==> config.mk <==
export PLATFORM = sky130hd
export DESIGN_NAME = keypad_scanner
export DESIGN_NICKNAME = d
export VERILOG_FILES = /design/src/rtl/kypd_pkg.sv /design/src/rtl/kypd_frame_debounce.sv /design/src/rtl/keypad_scanner.sv
export SDC_FILE = /design/constraint.sdc
export NUM_CORES = 1
export LEC_CHECK = 0
export CAP_MARGIN = 15
export CORE_UTILIZATION = 60
export DETAILED_ROUTE_END_ITERATION = 16
export PLACE_DENSITY = 0.83
export SYNTH_ARGS = -nofsm -noshare
export SYNTH_HDL_FRONTEND = slang
export SYNTH_SLANG_ARGS = --single-unit
==> constraint.sdc <==
create_clock -name clk -period 5.8 [get_ports clk]
set_clock_uncertainty 0.05 [all_clocks]
set_input_delay 0.58 -clock clk [delete_from_list [all_inputs] [get_ports clk]]
set_output_delay 0.58 -clock clk [all_outputs]
set_load 0.02 [all_outputs]
==> src/rtl/kypd_pkg.sv <==
// Purpose: shared types, keymap and helpers for the 4x4 matrix keypad scanner.
//   scan_kind_t   : classification of one full scan frame
//   scan_result_t : frame classification plus the decoded key code
//   KEYMAP        : hex value of each key, indexed [row][col]
//   col_state_t   : active column of the scan
package kypd_pkg;

  typedef enum logic [1:0] {
    SCAN_NONE   = 2'd0,
    SCAN_SINGLE = 2'd1,
    SCAN_MULTI  = 2'd2
  } scan_kind_t;

  typedef struct packed {
    scan_kind_t  kind;
    logic [3:0]  code;
  } scan_result_t;

  localparam scan_result_t RESULT_NONE = '{kind: SCAN_NONE, code: 4'h0};

  // Row-major nibbles, column 0 in the low nibble of each row:
  //   r0: 1 2 3 A | r1: 4 5 6 B | r2: 7 8 9 C | r3: 0 F E D
  localparam logic [3:0][3:0][3:0] KEYMAP = {16'hDEF0, 16'hC987, 16'hB654, 16'hA321};

  typedef enum logic [1:0] {
    COL0 = 2'd0,
    COL1 = 2'd1,
    COL2 = 2'd2,
    COL3 = 2'd3
  } col_state_t;

  // Number of active-low (pressed) bits in one row sample.
  function automatic logic [2:0] count_lows(input logic [3:0] rows);
    logic [2:0] n;
    n = 3'd0;
    for (int i = 0; i < 4; i++) begin
      n = n + {2'b00, ~rows[i]};
    end
    return n;
  endfunction

endpackage

==> src/rtl/kypd_frame_debounce.sv <==
// Purpose: frame-level debounce. A frame result is accepted once it has been
// seen on DEBOUNCE_SCANS consecutive frames and differs from the accepted one.
// Ports:
//   clk, reset     : clock, synchronous active-high reset
//   i_frame_stb    : one-cycle strobe, i_result is valid
//   i_result       : classification of the frame just completed
//   o_press        : one-cycle pulse on acceptance of a SINGLE result
//   o_key_code     : code of the last accepted SINGLE result
//   o_key_held     : accepted result is a SINGLE
module kypd_frame_debounce
  import kypd_pkg::*;
#(
  parameter int unsigned DEBOUNCE_SCANS = 4
) (
  input  logic         clk,
  input  logic         reset,
  input  logic         i_frame_stb,
  input  scan_result_t i_result,
  output logic         o_press,
  output logic [3:0]   o_key_code,
  output logic         o_key_held
);

  localparam int unsigned CNT_W = $clog2(DEBOUNCE_SCANS + 1);
  localparam logic [CNT_W-1:0] CNT_MAX = CNT_W'(DEBOUNCE_SCANS);

  scan_result_t     r_prev;
  scan_result_t     r_accepted;
  logic [CNT_W-1:0] r_cnt;
  logic             r_press;
  logic [3:0]       r_key_code;
  logic             r_key_held;

  logic [CNT_W-1:0] w_cnt_nxt;
  logic             w_accept;

  // Stability count: saturating run length of identical frame results.
  always_comb begin
    w_cnt_nxt = CNT_W'(1);
    if (i_result == r_prev) begin
      w_cnt_nxt = (r_cnt == CNT_MAX) ? r_cnt : r_cnt + CNT_W'(1);
    end
    w_accept = (w_cnt_nxt == CNT_MAX) && (i_result != r_accepted);
  end

  always_ff @(posedge clk) begin
    if (reset) begin
      r_prev     <= RESULT_NONE;
      r_accepted <= RESULT_NONE;
      r_cnt      <= '0;
      r_press    <= 1'b0;
      r_key_code <= 4'h0;
      r_key_held <= 1'b0;
    end else begin
      r_press <= 1'b0;
      if (i_frame_stb) begin
        r_cnt  <= w_cnt_nxt;
        r_prev <= i_result;
        if (w_accept) begin
          r_accepted <= i_result;
          r_key_held <= (i_result.kind == SCAN_SINGLE);
          // Roll-over SINGLE(a) -> SINGLE(b) lands here too and counts as a press.
          if (i_result.kind == SCAN_SINGLE) begin
            r_press    <= 1'b1;
            r_key_code <= i_result.code;
          end
        end
      end
    end
  end

  assign o_press    = r_press;
  assign o_key_code = r_key_code;
  assign o_key_held = r_key_held;

endmodule

==> src/rtl/keypad_scanner.sv <==
// Purpose: 4x4 matrix keypad scanner. Walks one low column at a time, samples
// the synchronized rows at the end of each column period, classifies each
// 4-column frame, debounces it, and shifts accepted keys into a 4-digit register.
// Ports:
//   clk, reset : clock, synchronous active-high reset
//   row        : keypad rows, active-low, asynchronous
//   col        : keypad columns, active-low, one-hot-low
//   clear      : one-cycle request to zero digits
//   key_code   : last accepted key
//   key_valid  : one-cycle pulse per accepted press
//   key_held   : accepted frame result is a single key
//   digits     : last four keys, newest in [3:0]
module keypad_scanner
  import kypd_pkg::*;
#(
  parameter int unsigned SCAN_DIV       = 100_000,
  parameter int unsigned DEBOUNCE_SCANS = 4
) (
  input  logic        clk,
  input  logic        reset,
  input  logic [3:0]  row,
  output logic [3:0]  col,
  input  logic        clear,
  output logic [3:0]  key_code,
  output logic        key_valid,
  output logic        key_held,
  output logic [15:0] digits
);

  localparam int unsigned DIV_W = $clog2(SCAN_DIV);
  localparam logic [DIV_W-1:0] DIV_LAST = DIV_W'(SCAN_DIV - 1);

  logic [3:0]       r_row_meta;
  logic [3:0]       r_rs;
  logic [DIV_W-1:0] r_div;
  col_state_t       r_col_state;
  logic [3:0]       r_col;
  logic [2:0]       r_low_cnt;
  logic [3:0]       r_acc_code;
  logic [15:0]      r_digits;

  col_state_t       w_col_state_nxt;
  logic [3:0]       w_col_nxt;
  logic             w_div_last;
  logic [1:0]       w_col_idx;
  logic [2:0]       w_sample_lows;
  logic [3:0]       w_sample_code;
  logic [3:0]       w_sum;
  logic [2:0]       w_total;
  logic [3:0]       w_frame_code;
  logic             w_frame_stb;
  scan_result_t     w_frame_result;
  logic             w_press;
  logic [3:0]       w_key_code;
  logic             w_key_held;

  // Two-flop synchronizer on the asynchronous rows.
  always_ff @(posedge clk) begin
    if (reset) begin
      r_row_meta <= 4'h0;
      r_rs       <= 4'h0;
    end else begin
      r_row_meta <= row;
      r_rs       <= r_row_meta;
    end
  end

  // Column period divider.
  assign w_div_last = (r_div == DIV_LAST);

  always_ff @(posedge clk) begin
    if (reset) begin
      r_div <= '0;
    end else begin
      r_div <= w_div_last ? '0 : r_div + DIV_W'(1);
    end
  end

  // Column scan FSM: state register.
  always_ff @(posedge clk) begin
    if (reset) begin
      r_col_state <= COL0;
      r_col       <= 4'b1110;
    end else begin
      r_col_state <= w_col_state_nxt;
      r_col       <= w_col_nxt;
    end
  end

  // Column scan FSM: advance one column per divider wrap.
  always_comb begin
    w_col_state_nxt = r_col_state;
    w_col_nxt       = r_col;
    if (w_div_last) begin
      case (r_col_state)
        COL0:    begin w_col_state_nxt = COL1; w_col_nxt = 4'b1101; end
        COL1:    begin w_col_state_nxt = COL2; w_col_nxt = 4'b1011; end
        COL2:    begin w_col_state_nxt = COL3; w_col_nxt = 4'b0111; end
        COL3:    begin w_col_state_nxt = COL0; w_col_nxt = 4'b1110; end
        default: begin w_col_state_nxt = COL0; w_col_nxt = 4'b1110; end
      endcase
    end
  end

  // Per-sample decode and frame classification including the current sample.
  always_comb begin
    w_col_idx     = r_col_state;
    w_sample_lows = count_lows(r_rs);
    w_sample_code = 4'h0;
    for (int r = 3; r >= 0; r--) begin
      if (!r_rs[r]) begin
        w_sample_code = KEYMAP[2'(r)][w_col_idx];
      end
    end
    w_sum        = {1'b0, r_low_cnt} + {1'b0, w_sample_lows};
    w_total      = w_sum[3] ? 3'd7 : w_sum[2:0];
    w_frame_code = (w_sample_lows == 3'd1) ? w_sample_code : r_acc_code;
    w_frame_stb  = w_div_last && (r_col_state == COL3);
    case (w_total)
      3'd0:    w_frame_result = RESULT_NONE;
      3'd1:    w_frame_result = '{kind: SCAN_SINGLE, code: w_frame_code};
      default: w_frame_result = '{kind: SCAN_MULTI, code: 4'h0};
    endcase
  end

  // Frame accumulator; cleared on the column-3 sample that closes the frame.
  always_ff @(posedge clk) begin
    if (reset) begin
      r_low_cnt  <= 3'd0;
      r_acc_code <= 4'h0;
    end else if (w_div_last) begin
      if (r_col_state == COL3) begin
        r_low_cnt  <= 3'd0;
        r_acc_code <= 4'h0;
      end else begin
        r_low_cnt <= w_total;
        if (w_sample_lows == 3'd1) begin
          r_acc_code <= w_sample_code;
        end
      end
    end
  end

  kypd_frame_debounce #(
    .DEBOUNCE_SCANS (DEBOUNCE_SCANS)
  ) u_debounce (
    .clk         (clk),
    .reset       (reset),
    .i_frame_stb (w_frame_stb),
    .i_result    (w_frame_result),
    .o_press     (w_press),
    .o_key_code  (w_key_code),
    .o_key_held  (w_key_held)
  );

  // Digit shift register; a coincident clear wipes the old digits first.
  always_ff @(posedge clk) begin
    if (reset) begin
      r_digits <= 16'h0000;
    end else if (w_press) begin
      r_digits <= clear ? {12'h000, w_key_code} : {r_digits[11:0], w_key_code};
    end else if (clear) begin
      r_digits <= 16'h0000;
    end
  end

  assign col       = r_col;
  assign key_code  = w_key_code;
  assign key_valid = w_press;
  assign key_held  = w_key_held;
  assign digits    = r_digits;

endmodule

==> results by group, run 1 <==
Outcome
  – Status: completed

Clock network
  – PostCTS Resize Cnt: 0
  – Hold buffers post-CTS: 0
  – Worst-path clk slew: 0.08 ns
  – Post CTS Setup Buffer Count: 0
  – CTS tree: yes
  – H-tree depth: 3
  – Max clock buf depth: 2
  – Clock sinks: 74
  – Worst skew pair latency: 0.36 ns
  – TritonCTS Buffers: 9
  – Root Buffer: clkbuf_8

Placement
  – RD Place Congestion: 0.865
  – Buffers on Ports: 32
  – Detailed placement HPWL: 5090 um

Worst hold path
  – Min-delay worst type: reg -> reg

Route
  – DRT Wirelength: 7350 um
  – Drt initial violations: 185
  – Drt wl/cell: 14.8 um
  – Vias: 2912
  – DR WL met3: 265 um
  – Met2 wire len: 3660 um
  – Top sig layer: met4
  – Post-DRT Antenna Nets: 0
  – DR vias/cell: 5.86
  – Drt drc: 0
  – Drt pass-1 iters: 4
  – Met1 Wirelength: 3310 um

Floorplan
  – Core area: 0.00564 mm^2
  – IO Count: 33
  – Die Y: 79.5 um
  – Num rows: 27
  – Initial Utilization: 0.639
  – Die X-Extent: 79.5 um
  – Die ar.: 0.00632 mm^2

Logic synthesis
  – Mapped Cells: 390
  – Area leader, netlist: dfxtp_1
  – Number of synthesized register bits: 74
  – Post-synth top flop: dfxtp_1
  – Unique cell type count in the Yosys netlist: 67
  – Post-Syn Area per Cell: 9.24 um^2
  – Asr flop ratio synth: 0
  – Syn nets: 414
  – Synth area leaders: dfxtp_1 (41%), nor2_1 (5.9%), mux2i_1 (5.3%), ha_1 (5.2%), a21oi_1 (3.2%)
  – Share of the synthesized area in the top cell type: 0.411
  – Synthesized area: 0.00360 mm^2
  – Seq/Total Area, Yosys: 0.411
  – Number of synthesized flops with an enable pin: 0
  – Synth cell count leaders: dfxtp_1 (74), nor2_1 (57), nand2_1 (27), a21oi_1 (23), mux2i_1 (19)
  – Most numerous cell in the Yosys netlist: dfxtp_1
  – Synthesis Warnings: 0

Cells and area
  – Share of post-route cells with drive strength above 1: 0.0965
  – P&R area growth vs syn: 15.9%
  – Nets: 444
  – Ant diodes: 0
  – # fillers: 409

Critical path
  – Crit path capture type: flip-flop
  – WP data arrival: 4.51 ns
  – Crit path max fanout: 9
  – Worst path cell trace: fa_1, inv_1, ha_1, ha_1, inv_1, fa_1, xor2_2, o2111ai_1, nor4_1, o311ai_1, nor4b_4, nor3b_4, o32ai_1
  – CP max-delay cell: fa_1
  – Delay of the slowest critical-path stage: 0.56 ns
  – Critical path class: reg -> reg
  – Startpoint type of the worst setup path: flip-flop
  – CP Data Required Time: 5.98 ns
  – FF-to-FF setup slack: 1.47 ns

Global route
  – Largest net degree at the start of global routing: 43
  – Vias in the first global route: 2795
  – GR Util All Layers: 0.254
  – GR Overflow Total: 0
  – Initial antenna violation count: 0
  – First-pass GRT wire length: 12500 um

Power
  – Internal power: 0.761 mW
  – Flop pwr share: 0.515
  – Combinational power share: 0.066
  – Clock power share: 0.419
  – Peak supply drop: 222 uV
  – Pleak: 1.50 nW
  – Psw: 0.239 mW
  – Switch share: 0.239
  – Power Dens Cells: 239 mW/mm^2

STA
  – Hold Vio Cnt, Final: 0
  – Sum Neg Setup Slack: 0 ns
  – Final Cycle Share: 0.746
  – Final Critical Period: 4.33 ns
  – Final setup fails: 0
  – Pins over their slew limit: 0
  – Worst-Margin Slew: 0.957 ns
  – RSZ-0062 raised after global routing: false
  – Worst hold slack: 0.393 ns
  – F_max: 231 MHz
  – Rel. slew slack: 0.361

Run
  – Max-Cap Viols: 0
## per-layer routing
metal	track usage	up-vias
met5	0	-
met4	0.115	0
met3	0.0400	8
met2	0.441	59
met1	0.305	1405
li1	-	1440
## area by class of cell
class / instances / area, um^2 / area share
well taps: 72 / 90.1 / 0.0216
clock inverters: 5 / 60.1 / 0.0144
inverters: 18 / 67.6 / 0.0162
flip-flops and latches: 74 / 1480 / 0.355
clock buffers: 11 / 151 / 0.0363
repair buffers: 33 / 328 / 0.0785
multi-input cells: 284 / 2000 / 0.478
## final timing paths
kind	startpoint	depth (start not counted)	end
worst min register to register	r_row_meta[2]	1	r_rs[2]
worst max register to register	r_rs[0]	13	u_debounce.o_key_code[1]
worst max-delay path	r_rs[0]	13	u_debounce.o_key_code[1]
worst min-delay path	r_row_meta[2]	1	r_rs[2]
## critical path, delay by kind of cell (launching register included)
family	cells	cell delay (ns)
simple gates	3	1.26
buf+inv	2	0.12
flops	1	0.40
fa+ha+maj	4	1.52
xor+xnor	1	0.22
compound gates	3	0.66
## power groups by stage
stage / clock [mW] / combinational (mW) / sequential [mW]
floorplan: 0 / 0.0504 / 0.526
detailed placement: 0 / 0.0648 / 0.527
global route: 0.448 / 0.0730 / 0.515
global placement: 0 / 0.0634 / 0.526
finish: 0.419 / 0.0660 / 0.515
CTS: 0.425 / 0.0654 / 0.515
## flip-flops by register name, summed over array words and instances (netlist names)
name and count:
r_div 17, digits 16, u_debounce.r_accepted 6, u_debounce.r_prev 6, col 4, r_acc_code 4, r_row_meta 4, r_rs 4
u_debounce.o_key_code 4, r_low_cnt 3, u_debounce.r_cnt 3, r_col_state 2, u_debounce.o_press 1
## logic make-up (layout without fill, tap and decap cells)
kind of cell,after synthesis,count (layout),share of synthesized area
and+or+nand+nor,161,161,0.254
DFF,74,74,0.411
AOI/OAI and AO/OA,72,72,0.145
buffers and inverters,32,67,0.0347
muxes,19,19,0.0528
adders and majority gates,17,17,0.0632
xor gates and xnor gates,15,15,0.0385
## placed cells by master, fill, tap and decap left out, types with 2 or more instances in the layout
cell,n
nor3_1,6
o2111ai_1,2
and2_1,2
a21boi_0,2
xnor2_1,3
or3_1,4
o31ai_1,2
nand3_1,10
nor2_1,57
and3b_1,2
ha_1,15
nor4_4,2
nor3b_1,5
clkbuf_8,11
mux2i_1,19
nor3b_2,2
o32ai_1,4
o211ai_1,4
nand4_1,6
a31o_2,2
nor2b_1,9
a22oi_1,3
nand2b_1,2
nor4_1,2
and3_1,7
a21oi_1,23
xor2_1,11
fa_1,2
nand2_1,27
o22ai_1,2
clkdlybuf4s50_1,32
o21ai_0,10
dfxtp_1,74
inv_1,18
a211oi_1,5
and4_1,3
## metrics by stage
step | util | instance area [um^2] | setup slack [ns] | total power, mW | cells
after detailed placement | 0.703 | 3960 | 1.54 | 0.591 | 481
final | 0.740 | 4180 | 1.47 | 0.999 | 497
after CTS | 0.740 | 4180 | 1.49 | 1.00 | 497
after global placement | 0.703 | 3960 | 1.75 | 0.590 | 481
after global routing | 0.740 | 4180 | 1.14 | 1.04 | 497
after floorplan | - | 3600 | 2.00 | 0.576 | 390
(Power assumes the default switching activity.)
==> inputs of run 2 (changes only) <==
--- a/config.mk
+++ b/config.mk
@@ -6,9 +6,9 @@
 export NUM_CORES = 1
 export LEC_CHECK = 0
 export CAP_MARGIN = 15
-export CORE_UTILIZATION = 60
+export CORE_UTILIZATION = 52
 export DETAILED_ROUTE_END_ITERATION = 16
-export PLACE_DENSITY = 0.83
+export PLACE_DENSITY = 0.76
 export SYNTH_ARGS = -nofsm -noshare
 export SYNTH_HDL_FRONTEND = slang
 export SYNTH_SLANG_ARGS = --single-unit
==> constraint.sdc (replaced) <==
create_clock -name clk -period 3.47 [get_ports clk]
set_clock_uncertainty 0.05 [all_clocks]
set_input_delay 0.347 -clock clk [delete_from_list [all_inputs] [get_ports clk]]
set_output_delay 0.347 -clock clk [all_outputs]
set_load 0.02 [all_outputs]
==> results by group, run 2 (same netlist as run 1, synthesis figures left out) <==
Placement
  – Pre-CTS setup slack: -0.338 ns (-1.88 ns)
  – Detailed placement HPWL: 5700 um (+12%)
  – RD Place Congestion: 0.890 (+3.0%)
  – Cell Area, Placed: 0.00426 mm^2 (+7.5%)
  – Buffers on Ports: 32 (unchanged)

Cells and area
  – Ant diodes: 0 (unchanged)
  – Post-route cell area: 0.00462 mm^2 (+11%)
  – Share of post-route cells with drive strength above 1: 0.204 (+0.107)
  – Nets: 478 (+7.7%)
  – P&R area growth vs syn: 28.1%
  – Top reg by flops: r_div
  – Commonest non-fill, non-tap cell in the layout: dfxtp_1
  – Max reg flops: 17 (unchanged)
  – Most frequent cells in the layout: dfxtp_1 (71), nor2_1 (57), clkdlybuf4s50_1 (32), buf_4 (32), nand2_1 (27)

Critical path
  – FF-to-FF Start: r_rs[3]
  – Delay of the slowest critical-path stage: 0.56 ns (about the same)
  – FF-to-FF setup slack: -0.18 ns (-1.66 ns)
  – Startpoint type of the worst setup path: flip-flop
  – Worst path cell trace: fa_1, inv_2, ha_4, ha_4, inv_2, fa_2, xor2_4, o2111ai_4, buf_6, nor3_1, o22ai_2, nor4_4, buf_4, nor3b_4, a22o_1
  – Reg2reg end: u_debounce.r_accepted[4]
  – CP max-delay cell: fa_1
  – CP Data Required Time: 3.66 ns (-2.32 ns)
  – WP data arrival: 3.84 ns (-0.67 ns)
  – Crit path capture type: flip-flop
  – Crit path to: u_debounce.r_accepted[4]
  – Reg2reg path depth: 15 (+2)
  – Critical Path Start: r_rs[3]
  – Crit path max fanout: 5 (-4)
  – Critical path class: reg -> reg

Clock network
  – TritonCTS Buffers: 9 (unchanged)
  – Clock sinks: 74 (unchanged)
  – Worst skew pair latency: 0.35 ns (about the same)
  – H-tree depth: 3 (unchanged)
  – Root Buffer: clkbuf_8
  – CTS tree: yes
  – Worst-path clk slew: 0.07 ns (about the same)
  – Max clock buf depth: 2 (unchanged)

Route
  – Drt pass-1 iters: 4 (unchanged)
  – Post-DRT Antenna Nets: 0 (unchanged)
  – Drt wl/cell: 15.3 um (+3.5%)
  – DR vias/cell: 5.69 (-2.8%)
  – Drt drc: 0 (unchanged)
  – Drt initial violations: 244 (+32%)
  – DRT Wirelength: 8170 um (+11%)
  – Vias: 3041 (+4.4%)

Global route
  – First-pass GRT wire length: 13400 um (+7.0%)
  – GRT met2 Usage: 0.387 (-0.0539)
  – Largest net degree at the start of global routing: 42 (-2.3%)
  – GR Overflow Total: 0 (unchanged)
  – Vias in the first global route: 2865 (+2.5%)
  – Met3 Track Usage GR: 0.0438 (+0.00377)
  – Grt peak-use layer: met2
  – Initial antenna violation count: 0 (unchanged)
  – GR Util All Layers: 0.234 (-0.0193)
  – Met1 GRT Util: 0.295 (-0.00984)

Worst hold path
  – Min-delay worst type: reg -> reg

STA
  – Final Critical Period: 3.65 ns (-0.674 ns)
  – Final Cycle Share: 1.05 (+0.307)
  – Worst-Margin Slew: 0.613 ns (-0.344 ns)
  – Setup ws final: -0.184 ns (-1.66 ns)
  – Final setup fails: 14 (+14)
  – Pins over their slew limit: 0 (unchanged)
  – RSZ-0062 raised after global routing: true
  – Hold Vio Cnt, Final: 0 (unchanged)
  – Rel. slew slack: 0.590 (+0.229)
  – F_max: 274 MHz (+18%)

Run
  – Max-Cap Viols: 0 (unchanged)

Power
  – Power Dens Cells: 379 mW/mm^2 (+59%)
  – Peak supply drop: 263 uV (+18%)
  – Pleak: 1.68 nW (+12%)

Floorplan
  – Die X-Extent: 85.2 um (+7.2%)
  – Num rows: 29 (+7.4%)
  – Core area: 0.00653 mm^2 (+16%)
  – Die ar.: 0.00727 mm^2 (+15%)
  – Die Y: 85.2 um (+7.2%)
  – IO Count: 33 (unchanged)
  – Initial Utilization: 0.552 (-0.0870)

Outcome
  – Violated checks: negative setup slack
  – Status: finished with violations
run 2: cell types whose count changed in the layout (fill, tap and decap cells not counted), moves of 2 or more:
| cell | delta |
|---|---|
| ha_4 | +4 |
| dfxtp_2 | +2 |
| ha_1 | -4 |
| inv_2 | +2 |
| buf_6 | +3 |
| o2111ai_4 | +2 |
| buf_4 | +31 |
| dfxtp_1 | -3 |
| inv_1 | -2 |
| or4_4 | +2 |
run 2: where the power goes:
part / switching, mW / leakage [nW] / internal [mW] / total [mW]
Combinational: 0.0929 / 0.973 / 0.0854 / 0.178
Sequential: 0.00390 / 0.600 / 0.856 / 0.860
Clock: 0.298 / 0.105 / 0.416 / 0.714
Total: 0.395 / 1.68 / 1.36 / 1.75
run 2: layout make-up:
type,instances,area [um^2]
clock buffers,11,141
clock inverters,3,65.1
fillers,502,1920
inverters,18,67.6
multi-input cells,284,2160
flip-flops and latches,74,1490
well taps,77,96.3
repair buffers,67,594
run 2: worst min-delay path by stage:
stage / start / endpoint / slack (ns) / cells past startpoint
after global placement: r_row_meta[2] / r_rs[2] / 0.37 / 1
after global routing: r_row_meta[1] / r_rs[1] / 0.40 / 1
after CTS: r_row_meta[1] / r_rs[1] / 0.39 / 1
final: r_row_meta[1] / r_rs[1] / 0.39 / 1
after floorplan: r_row_meta[0] / r_rs[0] / 0.36 / 1
after detailed placement: r_row_meta[1] / r_rs[1] / 0.38 / 1
run 2: critical path, delay by kind of cell, from the launching register on:
kind,cells,cell delay (ns)
xor gates and xnor gates,1,0.23
AOI/OAI and AO/OA,3,0.53
DFF,1,0.32
adders and majority gates,4,1.36
buffers and inverters,4,0.45
and+or+nand+nor,3,0.62
run 2: per-layer routing:
metal | wire length, um | part of all wire
met1 | 3690 | 0.45
met2 | 3900 | 0.48
met3 | 388 | 0.048
met4 | 191 | 0.023
met5 | 0 | 0
run 2: through the flow:
step,setup TNS [ns],hold slack (ns),instances,utilization,power [mW]
floorplan,-1.71,0.362,390,-,0.981
global placement,-1.51,0.368,514,0.652,1.03
CTS,-1.71,0.391,531,0.698,1.76
global route,-4.09,0.402,534,0.707,1.81
detailed placement,-3.13,0.376,514,0.652,1.03
finish,-1.94,0.387,534,0.707,1.75
run 2: what timing repair did:
action | 4_1_cts | 5_1_grt
setup buffers | 3 | 3
setup endpoints to repair | 14 | 14
hold buffers | 0 | 0
gates resized for setup | 12 | 8
pin swaps | 15 | 5
cloned | 0 | 0
hold endpoints to repair | 0 | 0
